--- src/rtl/decode_stage_pkg.sv ---
// Shared decode types: ALU operations, immediate formats, opcodes and the decoded bundle.
package decode_stage_pkg;

    typedef enum logic [4:0] {
        ALU_ADD, ALU_SUB, ALU_SLL, ALU_SLT, ALU_SLTU, ALU_XOR, ALU_SRL, ALU_SRA, ALU_OR, ALU_AND,
        ALU_MUL, ALU_MULH, ALU_MULHSU, ALU_MULHU, ALU_DIV, ALU_DIVU, ALU_REM, ALU_REMU
    } alu_op_e;

    typedef enum logic [2:0] {IMM_I, IMM_S, IMM_B, IMM_U, IMM_J} imm_type_e;

    localparam logic [6:0] OPC_OP     = 7'b0110011;
    localparam logic [6:0] OPC_OPIMM  = 7'b0010011;
    localparam logic [6:0] OPC_LOAD   = 7'b0000011;
    localparam logic [6:0] OPC_STORE  = 7'b0100011;
    localparam logic [6:0] OPC_BRANCH = 7'b1100011;
    localparam logic [6:0] OPC_JAL    = 7'b1101111;
    localparam logic [6:0] OPC_JALR   = 7'b1100111;
    localparam logic [6:0] OPC_LUI    = 7'b0110111;
    localparam logic [6:0] OPC_AUIPC  = 7'b0010111;
    localparam logic [6:0] OPC_FENCE  = 7'b0001111;
    localparam logic [6:0] OPC_SYSTEM = 7'b1110011;

    localparam logic [6:0] F7_BASE = 7'b0000000;
    localparam logic [6:0] F7_ALT  = 7'b0100000;
    localparam logic [6:0] F7_MEXT = 7'b0000001;

    typedef struct packed {
        logic [4:0] rs1;
        logic [4:0] rs2;
        logic [4:0] rd;
        logic [2:0] funct3;
        alu_op_e    alu_op;
        imm_type_e  imm_type;
        logic       reg_write;
        logic       mem_read;
        logic       mem_write;
        logic       branch;
        logic       jump;
        logic       jalr;
        logic       alu_src_imm;
        logic       illegal;
    } dec_bundle_t;

    function automatic alu_op_e base_alu_op(input logic [2:0] f3);
        case (f3)
            3'd0:    return ALU_ADD;
            3'd1:    return ALU_SLL;
            3'd2:    return ALU_SLT;
            3'd3:    return ALU_SLTU;
            3'd4:    return ALU_XOR;
            3'd5:    return ALU_SRL;
            3'd6:    return ALU_OR;
            default: return ALU_AND;
        endcase
    endfunction

    function automatic alu_op_e mext_alu_op(input logic [2:0] f3);
        case (f3)
            3'd0:    return ALU_MUL;
            3'd1:    return ALU_MULH;
            3'd2:    return ALU_MULHSU;
            3'd3:    return ALU_MULHU;
            3'd4:    return ALU_DIV;
            3'd5:    return ALU_DIVU;
            3'd6:    return ALU_REM;
            default: return ALU_REMU;
        endcase
    endfunction

endpackage

--- src/rtl/decode_stage_comb.sv ---
// Purely combinational RV32I(+M) instruction decoder producing one dec_bundle_t.
module rv_decode_comb
    import decode_stage_pkg::*;
#(
    parameter bit EN_MEXT = 1'b0
) (
    input  logic [31:0] i_inst,
    output dec_bundle_t o_dec
);

    logic [6:0] opc;
    logic [6:0] f7;
    logic [2:0] f3;
    logic       use_rd, use_rs1, use_rs2, legal;
    logic       reg_wr, mem_rd, mem_wr, br, jmp, jr, src_imm;
    alu_op_e    alu_op;
    imm_type_e  imm_type;

    assign opc = i_inst[6:0];
    assign f3  = i_inst[14:12];
    assign f7  = i_inst[31:25];

    always_comb begin
        use_rd   = 1'b0;
        use_rs1  = 1'b0;
        use_rs2  = 1'b0;
        legal    = 1'b0;
        reg_wr   = 1'b0;
        mem_rd   = 1'b0;
        mem_wr   = 1'b0;
        br       = 1'b0;
        jmp      = 1'b0;
        jr       = 1'b0;
        src_imm  = 1'b0;
        alu_op   = ALU_ADD;
        imm_type = IMM_I;
        case (opc)
            OPC_OP: begin
                use_rd  = 1'b1;
                use_rs1 = 1'b1;
                use_rs2 = 1'b1;
                reg_wr  = 1'b1;
                if (f7 == F7_BASE) begin
                    legal  = 1'b1;
                    alu_op = base_alu_op(f3);
                end else if (f7 == F7_ALT && (f3 == 3'd0 || f3 == 3'd5)) begin
                    legal  = 1'b1;
                    alu_op = (f3 == 3'd0) ? ALU_SUB : ALU_SRA;
                end else if (f7 == F7_MEXT) begin
                    legal  = EN_MEXT;
                    alu_op = mext_alu_op(f3);
                end
            end
            OPC_OPIMM: begin
                use_rd  = 1'b1;
                use_rs1 = 1'b1;
                reg_wr  = 1'b1;
                src_imm = 1'b1;
                alu_op  = base_alu_op(f3);
                if (f3 == 3'd1) begin
                    legal = (f7 == F7_BASE);
                end else if (f3 == 3'd5) begin
                    legal = (f7 == F7_BASE) || (f7 == F7_ALT);
                    if (f7 == F7_ALT) alu_op = ALU_SRA;
                end else begin
                    legal = 1'b1;
                end
            end
            OPC_LOAD: begin
                use_rd  = 1'b1;
                use_rs1 = 1'b1;
                reg_wr  = 1'b1;
                mem_rd  = 1'b1;
                src_imm = 1'b1;
                legal   = (f3 != 3'd3) && (f3 != 3'd6) && (f3 != 3'd7);
            end
            OPC_STORE: begin
                use_rs1  = 1'b1;
                use_rs2  = 1'b1;
                mem_wr   = 1'b1;
                src_imm  = 1'b1;
                imm_type = IMM_S;
                legal    = (f3 < 3'd3);
            end
            OPC_BRANCH: begin
                use_rs1  = 1'b1;
                use_rs2  = 1'b1;
                br       = 1'b1;
                imm_type = IMM_B;
                alu_op   = ALU_SUB;
                legal    = (f3 != 3'd2) && (f3 != 3'd3);
            end
            OPC_JAL: begin
                use_rd   = 1'b1;
                reg_wr   = 1'b1;
                jmp      = 1'b1;
                imm_type = IMM_J;
                legal    = 1'b1;
            end
            OPC_JALR: begin
                use_rd  = 1'b1;
                use_rs1 = 1'b1;
                reg_wr  = 1'b1;
                jr      = 1'b1;
                src_imm = 1'b1;
                legal   = (f3 == 3'd0);
            end
            OPC_LUI, OPC_AUIPC: begin
                use_rd   = 1'b1;
                reg_wr   = 1'b1;
                src_imm  = 1'b1;
                imm_type = IMM_U;
                legal    = 1'b1;
            end
            OPC_FENCE, OPC_SYSTEM: begin
                legal = 1'b1;
            end
            default: begin
                legal = 1'b0;
            end
        endcase

        // Illegal words keep their format fields but lose every side-effecting control.
        o_dec             = '0;
        o_dec.rd          = use_rd  ? i_inst[11:7]  : 5'd0;
        o_dec.rs1         = use_rs1 ? i_inst[19:15] : 5'd0;
        o_dec.rs2         = use_rs2 ? i_inst[24:20] : 5'd0;
        o_dec.funct3      = f3;
        o_dec.alu_op      = legal ? alu_op : ALU_ADD;
        o_dec.imm_type    = imm_type;
        o_dec.alu_src_imm = src_imm;
        o_dec.illegal     = !legal;
        o_dec.reg_write   = legal && reg_wr && (i_inst[11:7] != 5'd0);
        o_dec.mem_read    = legal && mem_rd;
        o_dec.mem_write   = legal && mem_wr;
        o_dec.branch      = legal && br;
        o_dec.jump        = legal && jmp;
        o_dec.jalr        = legal && jr;
    end

endmodule

--- src/rtl/decode_stage.sv ---
// Registered decode stage: OUT + SKID entries, load-use bubbling and flush around rv_decode_comb.
module decode_stage
    import decode_stage_pkg::*;
#(
    parameter int XLEN    = 32,
    parameter bit EN_MEXT = 1'b0
) (
    input  logic            i_clk,
    input  logic            i_rst,
    input  logic            i_valid,
    output logic            o_ready,
    input  logic [31:0]     i_inst,
    input  logic [XLEN-1:0] i_pc,
    output logic            o_valid,
    input  logic            i_ready,
    output logic [XLEN-1:0] o_pc,
    output logic [4:0]      o_rs1,
    output logic [4:0]      o_rs2,
    output logic [4:0]      o_rd,
    output logic            o_regWrite,
    output logic            o_memRead,
    output logic            o_memWrite,
    output logic            o_branch,
    output logic            o_jump,
    output logic            o_jalr,
    output logic            o_aluSrcImm,
    output logic [2:0]      o_funct3,
    output alu_op_e         o_aluOp,
    output imm_type_e       o_immType,
    output logic            o_illegal,
    input  logic            i_flush,
    input  logic            i_exMemRead,
    input  logic [4:0]      i_exRd
);

    dec_bundle_t     in_dec;
    dec_bundle_t     out_dec_q, out_dec_d, skid_dec_q, skid_dec_d;
    logic [XLEN-1:0] out_pc_q, out_pc_d, skid_pc_q, skid_pc_d;
    logic            out_valid_q, out_valid_d, skid_valid_q, skid_valid_d;
    logic            accept, fire, haz;

    rv_decode_comb #(.EN_MEXT(EN_MEXT)) u_dec (
        .i_inst (i_inst),
        .o_dec  (in_dec)
    );

    // Unused source fields are already zero, so index equality alone implies "used".
    assign haz = i_exMemRead && (i_exRd != 5'd0) &&
                 ((i_exRd == out_dec_q.rs1) || (i_exRd == out_dec_q.rs2));

    assign o_ready = !skid_valid_q;
    assign accept  = i_valid && o_ready;
    assign o_valid = out_valid_q && !haz;
    assign fire    = o_valid && i_ready;

    always_comb begin
        out_valid_d  = out_valid_q;
        out_dec_d    = out_dec_q;
        out_pc_d     = out_pc_q;
        skid_valid_d = skid_valid_q;
        skid_dec_d   = skid_dec_q;
        skid_pc_d    = skid_pc_q;
        if (i_flush) begin
            out_valid_d  = 1'b0;
            skid_valid_d = 1'b0;
        end else if (fire) begin
            if (skid_valid_q) begin
                out_dec_d    = skid_dec_q;
                out_pc_d     = skid_pc_q;
                skid_valid_d = 1'b0;
            end else if (accept) begin
                out_dec_d = in_dec;
                out_pc_d  = i_pc;
            end else begin
                out_valid_d = 1'b0;
            end
        end else if (accept) begin
            if (out_valid_q) begin
                skid_valid_d = 1'b1;
                skid_dec_d   = in_dec;
                skid_pc_d    = i_pc;
            end else begin
                out_valid_d = 1'b1;
                out_dec_d   = in_dec;
                out_pc_d    = i_pc;
            end
        end
    end

    always_ff @(posedge i_clk or posedge i_rst) begin
        if (i_rst) begin
            out_valid_q  <= 1'b0;
            out_dec_q    <= '0;
            out_pc_q     <= '0;
            skid_valid_q <= 1'b0;
            skid_dec_q   <= '0;
            skid_pc_q    <= '0;
        end else begin
            out_valid_q  <= out_valid_d;
            out_dec_q    <= out_dec_d;
            out_pc_q     <= out_pc_d;
            skid_valid_q <= skid_valid_d;
            skid_dec_q   <= skid_dec_d;
            skid_pc_q    <= skid_pc_d;
        end
    end

    assign o_pc        = out_pc_q;
    assign o_rs1       = out_dec_q.rs1;
    assign o_rs2       = out_dec_q.rs2;
    assign o_rd        = out_dec_q.rd;
    assign o_regWrite  = out_dec_q.reg_write;
    assign o_memRead   = out_dec_q.mem_read;
    assign o_memWrite  = out_dec_q.mem_write;
    assign o_branch    = out_dec_q.branch;
    assign o_jump      = out_dec_q.jump;
    assign o_jalr      = out_dec_q.jalr;
    assign o_aluSrcImm = out_dec_q.alu_src_imm;
    assign o_funct3    = out_dec_q.funct3;
    assign o_aluOp     = out_dec_q.alu_op;
    assign o_immType   = out_dec_q.imm_type;
    assign o_illegal   = out_dec_q.illegal;

endmodule

--- config.mk ---
export PLATFORM = sky130hd
export DESIGN_NAME = decode_stage
export DESIGN_NICKNAME = d
export VERILOG_FILES = /design/src/rtl/decode_stage_pkg.sv /design/src/rtl/decode_stage_comb.sv /design/src/rtl/decode_stage.sv
export SDC_FILE = /design/constraint.sdc
export NUM_CORES = 1
export LEC_CHECK = 0
export BUFFER_PORTS_ARGS = -buffer_cell sky130_fd_sc_hd__buf_2
export CAP_MARGIN = 20
export CORE_ASPECT_RATIO = 1.2
export CORE_MARGIN = 3
export CORE_UTILIZATION = 50
export CTS_BUF_LIST = sky130_fd_sc_hd__clkbuf_8
export DETAILED_ROUTE_END_ITERATION = 12
export PLACE_DENSITY = 0.74
export SLEW_MARGIN = 20
export SYNTH_ARGS = -nofsm -noshare
export SYNTH_HDL_FRONTEND = slang
export SYNTH_HIERARCHICAL = 1
export SYNTH_SLANG_ARGS = --single-unit
--- constraint.sdc ---
create_clock -name i_clk -period 5.12 [get_ports i_clk]
set_clock_uncertainty 0.1 [all_clocks]
set_input_delay 0.512 -clock i_clk [delete_from_list [all_inputs] [get_ports i_clk]]
set_output_delay 0.512 -clock i_clk [all_outputs]
set_load 0.01 [all_outputs]
==> metrics.txt <==
DP HPWL=between 10000 and 15000 µm; max-capacitance violation count=0; share of cells above drive strength 1=0.3433; final std cells w/o fill=around 900; CP Max Fanout=39; Max rail drop VDD=0.1805 mV; Synth Register Bits=~130; Tightest Pin Transition=about 920 ps; H-tree Lvls=4; Slew Limit Fails=0; CTS tree=done; grt total ovfl=0; Reg2Reg Depth=7; Max-slew headroom=0.3860; FMAX=~330 MHz; vias in the first global route=around 5000; clock-pin transition on the worst setup and hold timing paths=about 70 ps; DRT iter0 DRCs=roughly 390; Tot GR Track Use=0.2022; fin crit share=0.5921; critical path class=flop to flop; clock sinks=approximately 130; first-pass GRT wire length=between 20000 and 25000 µm; Cells after Synth=just over 600; ant diodes=0; leak pwr=roughly 4.4 nW; Hold Violations, Final=0; Detail Route Antenna Nets=0; root buf cell=clkbuf_8; largest net degree at the start of global routing=around 130; post_cts resized=0; fillers=~1100; Arr. time, crit path=about 3300 ps; I/O pin count=about 140; Netlist cell types=48; Remaining DRCs=0; Req. time, crit path=approximately 5300 ps; FFs w/ async S/R, synth=1.000; Core Util, Final=0.6134; # hold bufs at CTS=0; via count=4881; clk_lat worst skew=430 ps; Starting Density=0.5230; main flop type after synthesis=dfrtp_1; Synth Area per Inst=~11 µm²; core box area=between 0.01 and 0.015 mm²; GPL Wtd Cong=around 0.90; fin crit period=about 3000 ps; final net count=807; setup TNS=0 ps; die area=between 0.01 and 0.015 mm²; outcome=finished, final reports clean; routed wire length=around 15000 µm; post-DR vias/cell=roughly 5.4; Die Span Y=133.2 µm; CP startpoint kind=flop; most frequent cells in the layout=142 x buf_2, 134 x dfrtp_1, 84 x nand2_1; I/O Buffers=~140; antenna violations before repair=1; placement row count=45; Pwr per Cell Area=between 300 and 400 mW/mm²; crit end category=flop; routed wire length per instance=around 17 µm; Setup Fix Bufs, Post-CTS=0; die width=between 100 and 150 µm; total CTS buffers=17; warnings from Yosys=6; commonest non-fill, non-tap cell in the layout=buf_2; final setup vio count=0; Worst Hold Class=input port to asynchronous set/reset pin; placed cell count=just under 900; Post-synth EDFFs=0; RSZ-0062 raised after global routing=no; Synthesized Nets=between 600 and 700; post-synthesis sequential area ratio=0.4973; Detailed Routing Iterations Pass 1=5; CTS max path bufs=2; Post-Syn Area=around 0.0067 mm²; growth of design area from synthesis to finish=17.29%
## cell usage after synthesis, types with 9 or more instances
master,n,area share
nand2_1,84,0.047
mux2i_1,66,0.098
nor3_1,12,0.0089
clkbuf_1,17,0.0095
dfrtp_1,134,0.50
a21oi_1,14,0.010
o21ai_0,74,0.055
mux2_2,26,0.043
nor2_1,22,0.012
buf_2,15,0.011
and2_1,16,0.015
mux2_4,40,0.089
inv_1,9,0.0050
xor2_1,11,0.014
## where the power goes
group          switching (W)  internal, W  total, W
logic               0.000215     0.000225  0.000440
clock network       0.000387     0.000496  0.000883
registers          0.0000863      0.00121   0.00129
## layout make-up
class	instances	area, µm²	area share
sequential	134	3353	0.4240
multi-input combinational	418	3139	0.3969
timing repair buffer	146	777.0	0.09824
clock buffer	19	261.5	0.03306
tap	164	205.2	0.02595
clock inverter	11	133.9	0.01693
inverter	9	38.79	0.004904
## logic make-up (layout without fill, tap and decap cells)
kind of cell / after synthesis / after routing / synth area share
flip-flops: 134 / 134 / 0.4973
XOR/XNOR: 14 / 14 / 0.01819
buffers and inverters: 53 / 185 / 0.04175
other: 1 / 1 / 0.0005562
AO/OA/AOI/OAI: 107 / 107 / 0.09112
adder cells (fa/ha/maj): 6 / 6 / 0.01113
multiplexers: 132 / 132 / 0.2305
AND/OR/NAND/NOR: 158 / 158 / 0.1095
## per-stage QoR
step | setup slack, ps | area (µm²) | power [W] | hold slack, ps
2_1_floorplan | 925.2 | 6743 | 0.001587 | 378.6
3_3_place_gp | 1704 | 7482 | 0.001726 | 357.0
3_5_place_dp | 1603 | 7482 | 0.001754 | 364.6
4_1_cts | 1945 | 7878 | 0.002640 | 154.4
5_1_grt | 2029 | 7909 | 0.002749 | 150.8
6_report | 2089 | 7909 | 0.002618 | 152.3
## sequential cells by signal, indices dropped and copies added, names as in the netlist, 3 cells and up
register / count
skid_dec_q: 34
o_rs2: 5
skid_pc_q: 32
o_pc: 32
o_aluOp: 5
o_funct3: 3
o_rd: 5
o_rs1: 5
o_immType: 3
## final timing paths
path                                        to      from  slack [ps]
worst max-delay path            skid_dec_q[30]  o_rs2[4]        2090
worst min-delay path                   o_pc[8]     i_rst         150
worst max register to register  skid_dec_q[30]  o_rs2[4]        2090
worst min register to register        o_pc[14]  o_pc[14]         380
max in group asynchronous             o_rs1[0]     i_rst        3690
min in group i_clk                 out_valid_q   i_flush         190
## layer usage
metal  vias up  share of wire  track usage  wire (µm)
met1      2358           0.45       0.2728       6681
met5         -        0.00087            0         13
met3        14          0.062      0.05498        935
met4         2         0.0086      0.04476        129
met2       177           0.48       0.3297       7210
li1       2330              -            -          -
## critical path, stage by stage, from the launching register on
cell,delay [ps]
dfrtp_1,450
xor2_1,200
nor3_1,70
a22oi_1,570
o21ai_1,210
or4b_4,590
buf_16,310
mux2_2,380
(Power assumes the default switching activity.)
